==> src/rtl/systolic_output_collector.sv <==
// -----------------------------------------------------------------------------
// systolic_output_collector
//
// Sits behind the systolic output deskew buffer. When a tile drains, the
// controller pulses `start` alongside the first aligned row. The block then
// captures `length` consecutive rows into a local row store without stalling.
// It replays them one row per handshake to the result memory writer.
//
// Ports
//   clk        rising-edge clock
//   rst        synchronous, active-high reset (wins over every other input)
//   start      one-cycle pulse; `din` in this cycle is row 0 of a tile
//   din        aligned row, element j at din[DATA_WIDTH*(length-1-j) +: DATA_WIDTH]
//   out_valid  out_data/out_row hold a row offered to the consumer
//   out_ready  consumer accepts the offered row
//   out_data   offered row, same element packing as din
//   out_row    index of the offered row
//   busy       high while capturing or draining
//   done       one-cycle pulse in the cycle after the last row handshake
//   overrun    sticky flag: a start arrived while busy (cleared by rst only)
//   dbg_state  current FSM state (0 idle, 1 capture, 2 drain)
//
// Handshake: a row transfers in every cycle where out_valid and out_ready
// are both high. Once out_valid is raised it stays high, and out_data and
// out_row stay constant, until that transfer happens. out_ready may change
// freely and is never required to wait for out_valid.
//
// Every output is driven straight from a flop. The output comb process
// computes next values only.
// -----------------------------------------------------------------------------
module systolic_output_collector #(
    parameter int DATA_WIDTH = 8,
    parameter int length     = 16
) (
    input  logic                             clk,
    input  logic                             rst,
    input  logic                             start,
    input  logic [DATA_WIDTH*length-1:0]     din,
    output logic                             out_valid,
    input  logic                             out_ready,
    output logic [DATA_WIDTH*length-1:0]     out_data,
    output logic [$clog2(length)-1:0]        out_row,
    output logic                             busy,
    output logic                             done,
    output logic                             overrun,
    output logic [1:0]                       dbg_state
);

    localparam int RW = DATA_WIDTH * length;
    localparam int CW = $clog2(length);
    localparam logic [CW-1:0] LAST = CW'(length - 1);

    typedef enum logic [1:0] {
        S_IDLE    = 2'd0,
        S_CAPTURE = 2'd1,
        S_DRAIN   = 2'd2
    } state_t;

    state_t          state;
    state_t          state_d;
    logic [CW-1:0]   cnt;
    logic [CW-1:0]   cnt_d;
    logic [CW-1:0]   cnt_inc;

    // Row store. Its contents are not reset. A reset only forgets the
    // tile through the state and cnt registers.
    logic [RW-1:0]   row_mem [length];
    logic            wr_en;
    logic [CW-1:0]   wr_idx;

    // Next values of the registered outputs
    logic            out_valid_d;
    logic [RW-1:0]   out_data_d;
    logic [CW-1:0]   out_row_d;
    logic            busy_d;
    logic            done_d;
    logic            overrun_d;

    logic            handshake;

    assign cnt_inc   = cnt + CW'(1);
    // out_valid mirrors state==S_DRAIN, so decode the handshake from the state
    assign handshake = (state == S_DRAIN) && out_ready;
    assign dbg_state = state;

    // -------------------------------------------------------------------------
    // State register. It also holds the counter and the registered outputs.
    // -------------------------------------------------------------------------
    always_ff @(posedge clk) begin
        if (rst) begin
            state     <= S_IDLE;
            cnt       <= '0;
            out_valid <= 1'b0;
            out_data  <= '0;
            out_row   <= '0;
            busy      <= 1'b0;
            done      <= 1'b0;
            overrun   <= 1'b0;
        end else begin
            state     <= state_d;
            cnt       <= cnt_d;
            out_valid <= out_valid_d;
            out_data  <= out_data_d;
            out_row   <= out_row_d;
            busy      <= busy_d;
            done      <= done_d;
            overrun   <= overrun_d;
        end
    end

    // Row store write port. Writes are suppressed under reset, so a reset
    // cycle never leaves a half-written row behind.
    always_ff @(posedge clk) begin
        if (wr_en && !rst) begin
            row_mem[wr_idx] <= din;
        end
    end

    // -------------------------------------------------------------------------
    // Next-state logic
    // -------------------------------------------------------------------------
    always_comb begin
        state_d = state;
        case (state)
            S_IDLE: begin
                if (start) state_d = S_CAPTURE;
            end
            S_CAPTURE: begin
                // Capture has no backpressure. It moves on once row length-1
                // has been written.
                if (cnt == LAST) state_d = S_DRAIN;
            end
            S_DRAIN: begin
                if (out_ready && (cnt == LAST)) state_d = S_IDLE;
            end
            default: state_d = S_IDLE;
        endcase
    end

    // -------------------------------------------------------------------------
    // Output / datapath next-value logic
    // -------------------------------------------------------------------------
    always_comb begin
        cnt_d       = cnt;
        wr_en       = 1'b0;
        wr_idx      = cnt;
        out_data_d  = out_data;
        out_row_d   = out_row;
        out_valid_d = (state_d == S_DRAIN);
        busy_d      = (state_d != S_IDLE);
        done_d      = handshake && (cnt == LAST);
        // A start is illegal while busy. Flag it and otherwise ignore it.
        overrun_d   = overrun | (start && (state != S_IDLE));

        case (state)
            S_IDLE: begin
                if (start) begin
                    wr_en  = 1'b1;
                    wr_idx = '0;
                    cnt_d  = CW'(1);
                end
            end
            S_CAPTURE: begin
                wr_en  = 1'b1;
                wr_idx = cnt;
                if (cnt == LAST) begin
                    // Row 0 was written cycles ago, so it can be offered
                    // now. Row length-1 is written at this same edge.
                    cnt_d      = '0;
                    out_data_d = row_mem[0];
                    out_row_d  = '0;
                end else begin
                    cnt_d = cnt_inc;
                end
            end
            S_DRAIN: begin
                if (out_ready) begin
                    if (cnt == LAST) begin
                        cnt_d      = '0;
                        out_data_d = '0;
                        out_row_d  = '0;
                    end else begin
                        cnt_d      = cnt_inc;
                        out_data_d = row_mem[cnt_inc];
                        out_row_d  = cnt_inc;
                    end
                end
            end
            default: begin
                cnt_d = '0;
            end
        endcase
    end

endmodule
==> config.mk <==
export PLATFORM = sky130hd
export DESIGN_NAME = systolic_output_collector
export DESIGN_NICKNAME = d
export VERILOG_FILES = /design/src/rtl/systolic_output_collector.sv
export SDC_FILE = /design/constraint.sdc
export NUM_CORES = 2
export LEC_CHECK = 0
export ABC_CLOCK_PERIOD_IN_PS = 11900
export CAP_MARGIN = 0
export CORE_UTILIZATION = 61
export DETAILED_ROUTE_END_ITERATION = 7
export PLACE_DENSITY_LB_ADDON = 0.2
export SYNTH_ARGS = -nofsm -noshare
export SYNTH_HDL_FRONTEND = slang
export SYNTH_SLANG_ARGS = --single-unit
export TNS_END_PERCENT = 5
==> constraint.sdc <==
create_clock -name clk -period 11.9 [get_ports clk]
set_input_delay 2.38 -clock clk [delete_from_list [all_inputs] [get_ports clk]]
set_output_delay 2.38 -clock clk [all_outputs]
set_load 0.01 [all_outputs]
=== Word-level counts from Yosys, hierarchy flattened ===
Memory sizes are Yosys's and may differ from the RTL's.
Cells that the tools add are included.

* Reductions and logical operators: 12
* Equality and inequality tests: 7
* $add $sub $neg: 1
* Bitwise logic cells: 1
* Multiplexer cells: 20

{| class="wikitable"
|+ Operators by type and width
! operator !! count
|-
| 128-bit two-way mux || 3
|-
| 128-bit case mux with 2 select lines || 1
|-
| 4-bit two-way mux || 6
|-
| 4-bit case mux with 3 select lines || 1
|-
| 4-bit case mux with 2 select lines || 1
|-
| 2-bit two-way mux || 3
|-
| 2-bit != test (second input constant) || 3
|-
| 2-bit case mux with 3 select lines || 1
|-
| 2-bit nonzero test || 3
|-
| 1-bit logical AND || 5
|-
| 4-bit by 1-bit adder with 4-bit output (second input constant) || 1
|-
| 2-bit equality test (second input constant) || 2
|-
| 4-bit equality test (second input constant) || 1
|-
| 1-bit two-way mux || 3
|-
| 3-bit AND reduction || 1
|-
| 2-bit by 1-bit equality test with 1-bit output (second input constant) || 1
|-
| 2-bit zero test || 1
|-
| 1-bit case mux with 2 select lines || 1
|-
| 2-bit AND reduction || 1
|-
| 1-bit zero test || 1
|-
| 1-bit OR || 1
|}

* Bits in registers: 142
* Bits in writable memories: 2,048
* Output and inout bits: 138
* Memories kept: 1

{| class="wikitable"
|+ Memory list
! memory !! depth !! width !! rd ports !! clocked after Yosys merged registers in !! write ports !! line !! RTL
|-
| row_mem || 16 || 128 || 2 || 0 || 1 || 67 || <nowiki>logic [RW-1:0] row_mem [length];</nowiki>
|}

=== Logic depth before layout (Yosys ltp) ===
* Depth in word-level cells: 5
* Gate-level depth with buffers: 9
* Mapped depth without buffers: 6

=== Worst setup path before layout ===
Ideal clock, no wire load.

* Kind: in2reg
* Start point: input port rst
* End point: memory row_mem[10][0] in the netlist's numbering, enable pin
* Buffers on the path: 1
* Slack: 2.902 ns
* Cell stages on the path: 4
* Required time: 11.283 ns
* Arrival time: 8.381 ns
* Library setup time: 0.617 ns
* Cell sequence: clkbuf_1 -> nor3b_1 -> nand3b_1 -> nor2_1

* Cells in the longest elaborated chain, start to end: 4

{| class="wikitable"
|+ RTL lines
! item !! line !! RTL
|-
| start: declaration || 36 || <nowiki>input logic rst,</nowiki>
|-
| 1-bit zero test || 114 || <nowiki>if (wr_en && !rst) begin</nowiki>
|-
| 1-bit logical AND || 114 ||
|-
| 1-bit two-way mux || 114 ||
|-
| 1-bit two-way mux (not written as such) || 115 || <nowiki>row_mem[wr_idx] <= din;</nowiki>
|-
| end: declaration || 67 ||
|}

Every way passes these cells.

=== Worst setup path in the final report ===
* Start point: input port start
* End point: memory row_mem[12][88] in the netlist's numbering, enable pin

* Cells in the longest elaborated chain, start to end: 5

{| class="wikitable"
|+ RTL lines
! item !! line !! RTL
|-
| start: declaration || 37 || <nowiki>input logic start,</nowiki>
|-
| 1-bit two-way mux || 157 || <nowiki>if (start) begin</nowiki>
|-
| 1-bit case mux with 2 select lines || 155 || <nowiki>case (state)</nowiki>
|-
| 1-bit logical AND || 114 ||
|-
| 1-bit two-way mux || 114 ||
|-
| 1-bit two-way mux (not written as such) || 115 ||
|}

Several ways; a longest one is shown, not always the timed one.

==> impl.org <==
** Status
- The flow ran to the end, and the final reports show no timing, DRC or antenna violations.

** Drt
- The first routing iteration left 4333 violations.
- Number of vias in the routed layout :: 41910
- In the routed design, unresolved DRC markers number 0.
- In the final routed layout, each cell accounts on average for 31.1 um.
- TritonRoute pass-1 iters :: 6
- Once detail routing completed, the nets flagged for antenna violations numbered 0.
- Detail-routed via count per cell :: 6.65
- Routed wire length :: 196000 um

** Logic synthesis
- For this run, asynchronously set or reset flops after synthesis account for 0%.
- In this run the cell area of the synthesized design comes to 85100 um^2.
- Share of the yosys chip area belonging to registers :: 75.6%
- The netlist uses 47 different library cells.
- Dividing the synthesized area by the synthesized cell count gives 21.4 um^2.
- Ranked by total cell area, the synthesized netlist is headed by sky130_fd_sc_hd__edfxtp_1 72%, sky130_fd_sc_hd__mux4_2 14%, sky130_fd_sc_hd__mux2_2 3.4%, sky130_fd_sc_hd__dfxtp_1 3.3%, sky130_fd_sc_hd__a311oi_1 1.3%.
- The largest total area in the synthesized netlist belongs to sky130_fd_sc_hd__edfxtp_1.
- Post-synth EDFFs :: 2048
- Synth Warn # :: 0
- The synthesized design contains 2190 register bits.
- In the synthesized netlist the dominant register cell turns out to be sky130_fd_sc_hd__edfxtp_1.
- In the synthesized netlist, the number of instances is 3978.
- Net Count, Synth :: 4115
- Share of the synthesized area in the top cell type :: 72.3%

** STA
- The hold violation count in the final report was 0.
- Setup total negative slack :: 0 ps
- Final worst path period share :: 48.8%
- Final min period :: 5810 ps
- The total count of max-transition violations in the final report was 0.
- Worst-Margin Slew :: 1240 ps
- Hold WS :: 470 ps
- Measured against its own limit, the worst slew margin works out to 17.1%.
- Timing would allow up to 172 MHz.
- Post-route clock skew :: 60.3 ps
- Setup violation total in the final timing report :: 0
- Setup repair after global routing missed its margin :: false

** Power
- Combinational cells account for 7.4% of the total power.
- Register share of total power :: 52.7%
- Cell internal power was estimated by the tool at 0.0128 W.
- Worst IR Drop VDD :: 148 uV
- The clock network burns 39.9% of the power.
- The analysis attributes to cell leakage a power of 29.3 nW.
- Dividing total power by cell area gives a power density of 169 nW/um^2.
- Summed over all nets, the switching power comes to 0.00352 W.
- Sw Ratio :: 21.6%
- The completed layout was analyzed and its total power is 0.0163 W.

** Clock network
- After clock tree synthesis, the clock-pin slew on the worst setup and hold paths is 60 ps.
- Counting every sink on the clock net gives 2190.
- The clock reaches the later pin of the worst-skew pair after 860 ps.
- Post-CTS Hold Buffers :: 0
- Number of buffers added by the clock tree synthesis step :: 206
- TritonCTS clock tree :: built
- The number of setup buffers added after CTS is 0.
- Post_cts resized :: 0
- Maximum count of clock buffers along a single path :: 3
- The H-tree was split into 4 levels.
- Root buffer selected by CTS :: sky130_fd_sc_hd__clkbuf_16

** GRT
- The number of global-route vias before repair came to 43009.
- Total routing resource utilization after global routing :: 28.2%
- The first global-routing pass estimated 288000 um of wire.
- Maximum number of pins on one net before global-route repair :: 129
- The number of antenna violations at the first check in global routing came to 20.
- Overall overflow remaining after global route :: 0

** Setup path
- Maximum fanout encountered on the critical timing path :: 38
- Data on the critical path is required at its endpoint by 12340 ps.
- The worst setup path is of the input pin to flip-flop kind.
- The worst setup path is launched from an input pin.
- On the worst path, the slowest cell contributes a delay of 980 ps.
- Counting stages on the worst path, the most repeated cell is sky130_fd_sc_hd__buf_4.
- Cell-by-cell trace of the critical path :: clkdlybuf4s50_1 -> and2_1 -> nor3b_1 -> nand3_1 -> nor2_4 -> buf_4 -> buf_4
- Arrival time of data at the critical path endpoint :: 6240 ps
- The worst setup path is captured at a flip-flop.
- Among all stages on the critical path, the largest delay is contributed by sky130_fd_sc_hd__nor2_4.

** Finish
- Fraction of final layout cells with drive strength greater than 1 :: 26.3%
- Post-layout instance count excluding filler cells :: 6303
- Area of the multi-input gates :: 19400 um^2
- From synthesis to final layout, the design area changed by 13.1%.
- Count of nets after finishing :: 4389
- Area used by sequential logic in the layout :: 64300 um^2
- Fill cells :: 8126
- Final core utilization :: 69.8%

** Run
- Max-cap violations in this run came to 0.

** Place
- Routability-driven placement finished with a final weighted congestion of 0.781.
- Detailed placement finished with a half-perimeter wire length of 105000 um.
- Once placement completed, the tool counted placed cells totaling 5907.
- During placement, the flow inserted port buffers numbering 269.

** Floorplanning
- After floorplanning, the core was divided into 136 placement rows.
- Num ports :: 270
- The core region is 138000 um^2.
- In this run the horizontal extent of the chip is 375 um.
- The die covers 141000 um^2.
- Die boundary height :: 375 um
- Starting density of the core :: 61.7%

** Worst hold path
- The worst hold path belongs to the class flip-flop to flip-flop.
[per-layer routing]
| metal | track usage (%) | wire length (um) | up-vias |
|---|---|---|---|
| li1 | - | - | 17330 |
| met3 | 5.01 | 14200 | 341 |
| met1 | 37.9 | 76100 | 22321 |
| met2 | 47.7 | 100000 | 1890 |
| met4 | 8.51 | 5110 | 28 |
| met5 | 0 | 173 | - |
[cells in the mapped netlist, drive strengths merged (11+ instances only)]
master / count
mux2: 256
nor2b: 131
a21oi: 11
clkbuf: 80
o211ai: 128
dfxtp: 142
nor2: 152
a31oi: 129
a311oi: 128
mux4: 512
edfxtp: 2048
buf: 197
[power groups by stage]
| stage | Sequential (W) | Clock, W | Combinational (W) |
|---|---|---|---|
| 3_5_place_dp | 0.00875 | 0 | 0.00122 |
| 4_1_cts | 0.00859 | 0.00659 | 0.00123 |
| 6_report | 0.00858 | 0.00650 | 0.00121 |
| 2_1_floorplan | 0.00873 | 0 | 0.000798 |
| 3_3_place_gp | 0.00875 | 0 | 0.00120 |
| 5_1_grt | 0.00859 | 0.00686 | 0.00130 |
[sequential cells by signal (all words and copies together) (netlist names)]
signal,count
row_mem,2048
done,1
busy,1
out_valid,1
overrun,1
out_row,4
dbg_state,2
out_data,128
cnt,4
[worst max-delay path, delay by kind of cell]
| kind | cells | cell delay [ps] |
|---|---|---|
| buf+inv | 3 | 1830 |
| simple gates | 4 | 1960 |
[area by class of cell]
class                      instances  share of cell area [%]
sequential                      2190                    66.8
tap                             1863                    2.42
clock buffer                     292                    5.88
clock inverter                    98                    1.15
multi-input combinational       1504                    20.1
antenna                            6                  0.0156
inverter                           7                  0.0273
timing repair buffer             343                    3.54
[metrics by stage]
stage,instance area (um^2),setup WS (ps)
after floorplan,85100,2900
after global placement,89500,5370
after detailed placement,89500,5320
after CTS,96300,6190
after global routing,96300,5990
final,96300,6090
[kinds of logic after synthesis]
| family | synth area share (%) |
|---|---|
| AOI/OAI and AO/OA | 3.61 |
| xor gates and xnor gates | 0.0206 |
| adders and majority gates | 0.0735 |
| buffers and inverters | 1.86 |
| DFF | 75.6 |
| muxes | 17.0 |
| and+or+nand+nor | 1.86 |
[cell usage in the layout, fill, tap and decap left out, types with 4 or more instances in the layout]
master,instances
sky130_fd_sc_hd__a21oi_1,11
sky130_fd_sc_hd__a311oi_1,128
sky130_fd_sc_hd__a31oi_1,129
sky130_fd_sc_hd__buf_12,13
sky130_fd_sc_hd__buf_4,61
sky130_fd_sc_hd__bufinv_16,15
sky130_fd_sc_hd__clkbuf_1,67
sky130_fd_sc_hd__clkbuf_16,207
sky130_fd_sc_hd__clkbuf_8,16
sky130_fd_sc_hd__clkdlybuf4s50_1,268
sky130_fd_sc_hd__clkinv_1,29
sky130_fd_sc_hd__clkinv_16,7
sky130_fd_sc_hd__clkinv_2,35
sky130_fd_sc_hd__dfxtp_1,141
sky130_fd_sc_hd__diode_2,6
sky130_fd_sc_hd__edfxtp_1,2048
sky130_fd_sc_hd__inv_1,7
sky130_fd_sc_hd__inv_16,4
sky130_fd_sc_hd__mux2_2,255
sky130_fd_sc_hd__mux4_2,512
sky130_fd_sc_hd__nand2_1,7
sky130_fd_sc_hd__nor2_1,135
sky130_fd_sc_hd__nor2_4,17
sky130_fd_sc_hd__nor2b_1,131
sky130_fd_sc_hd__nor3_1,4
sky130_fd_sc_hd__o211ai_1,128
sky130_fd_sc_hd__o21ai_0,5
[path summary, 6_finish.rpt]
path	startpoint	to	slack [ps]	cells past startpoint
max	start	row_mem[12][88]$_DFFE_PP_	6090	7
min	out_row[3]$_SDFFE_PP0P_	out_row[3]$_SDFFE_PP0P_	470	2
max reg2reg	cnt[0]$_SDFFE_PP0P_	out_data[103]$_SDFFE_PP0P_	6530	8
min reg2reg	out_row[3]$_SDFFE_PP0P_	out_row[3]$_SDFFE_PP0P_	470	2
Note: power is estimated with default switching activity, not from simulation.
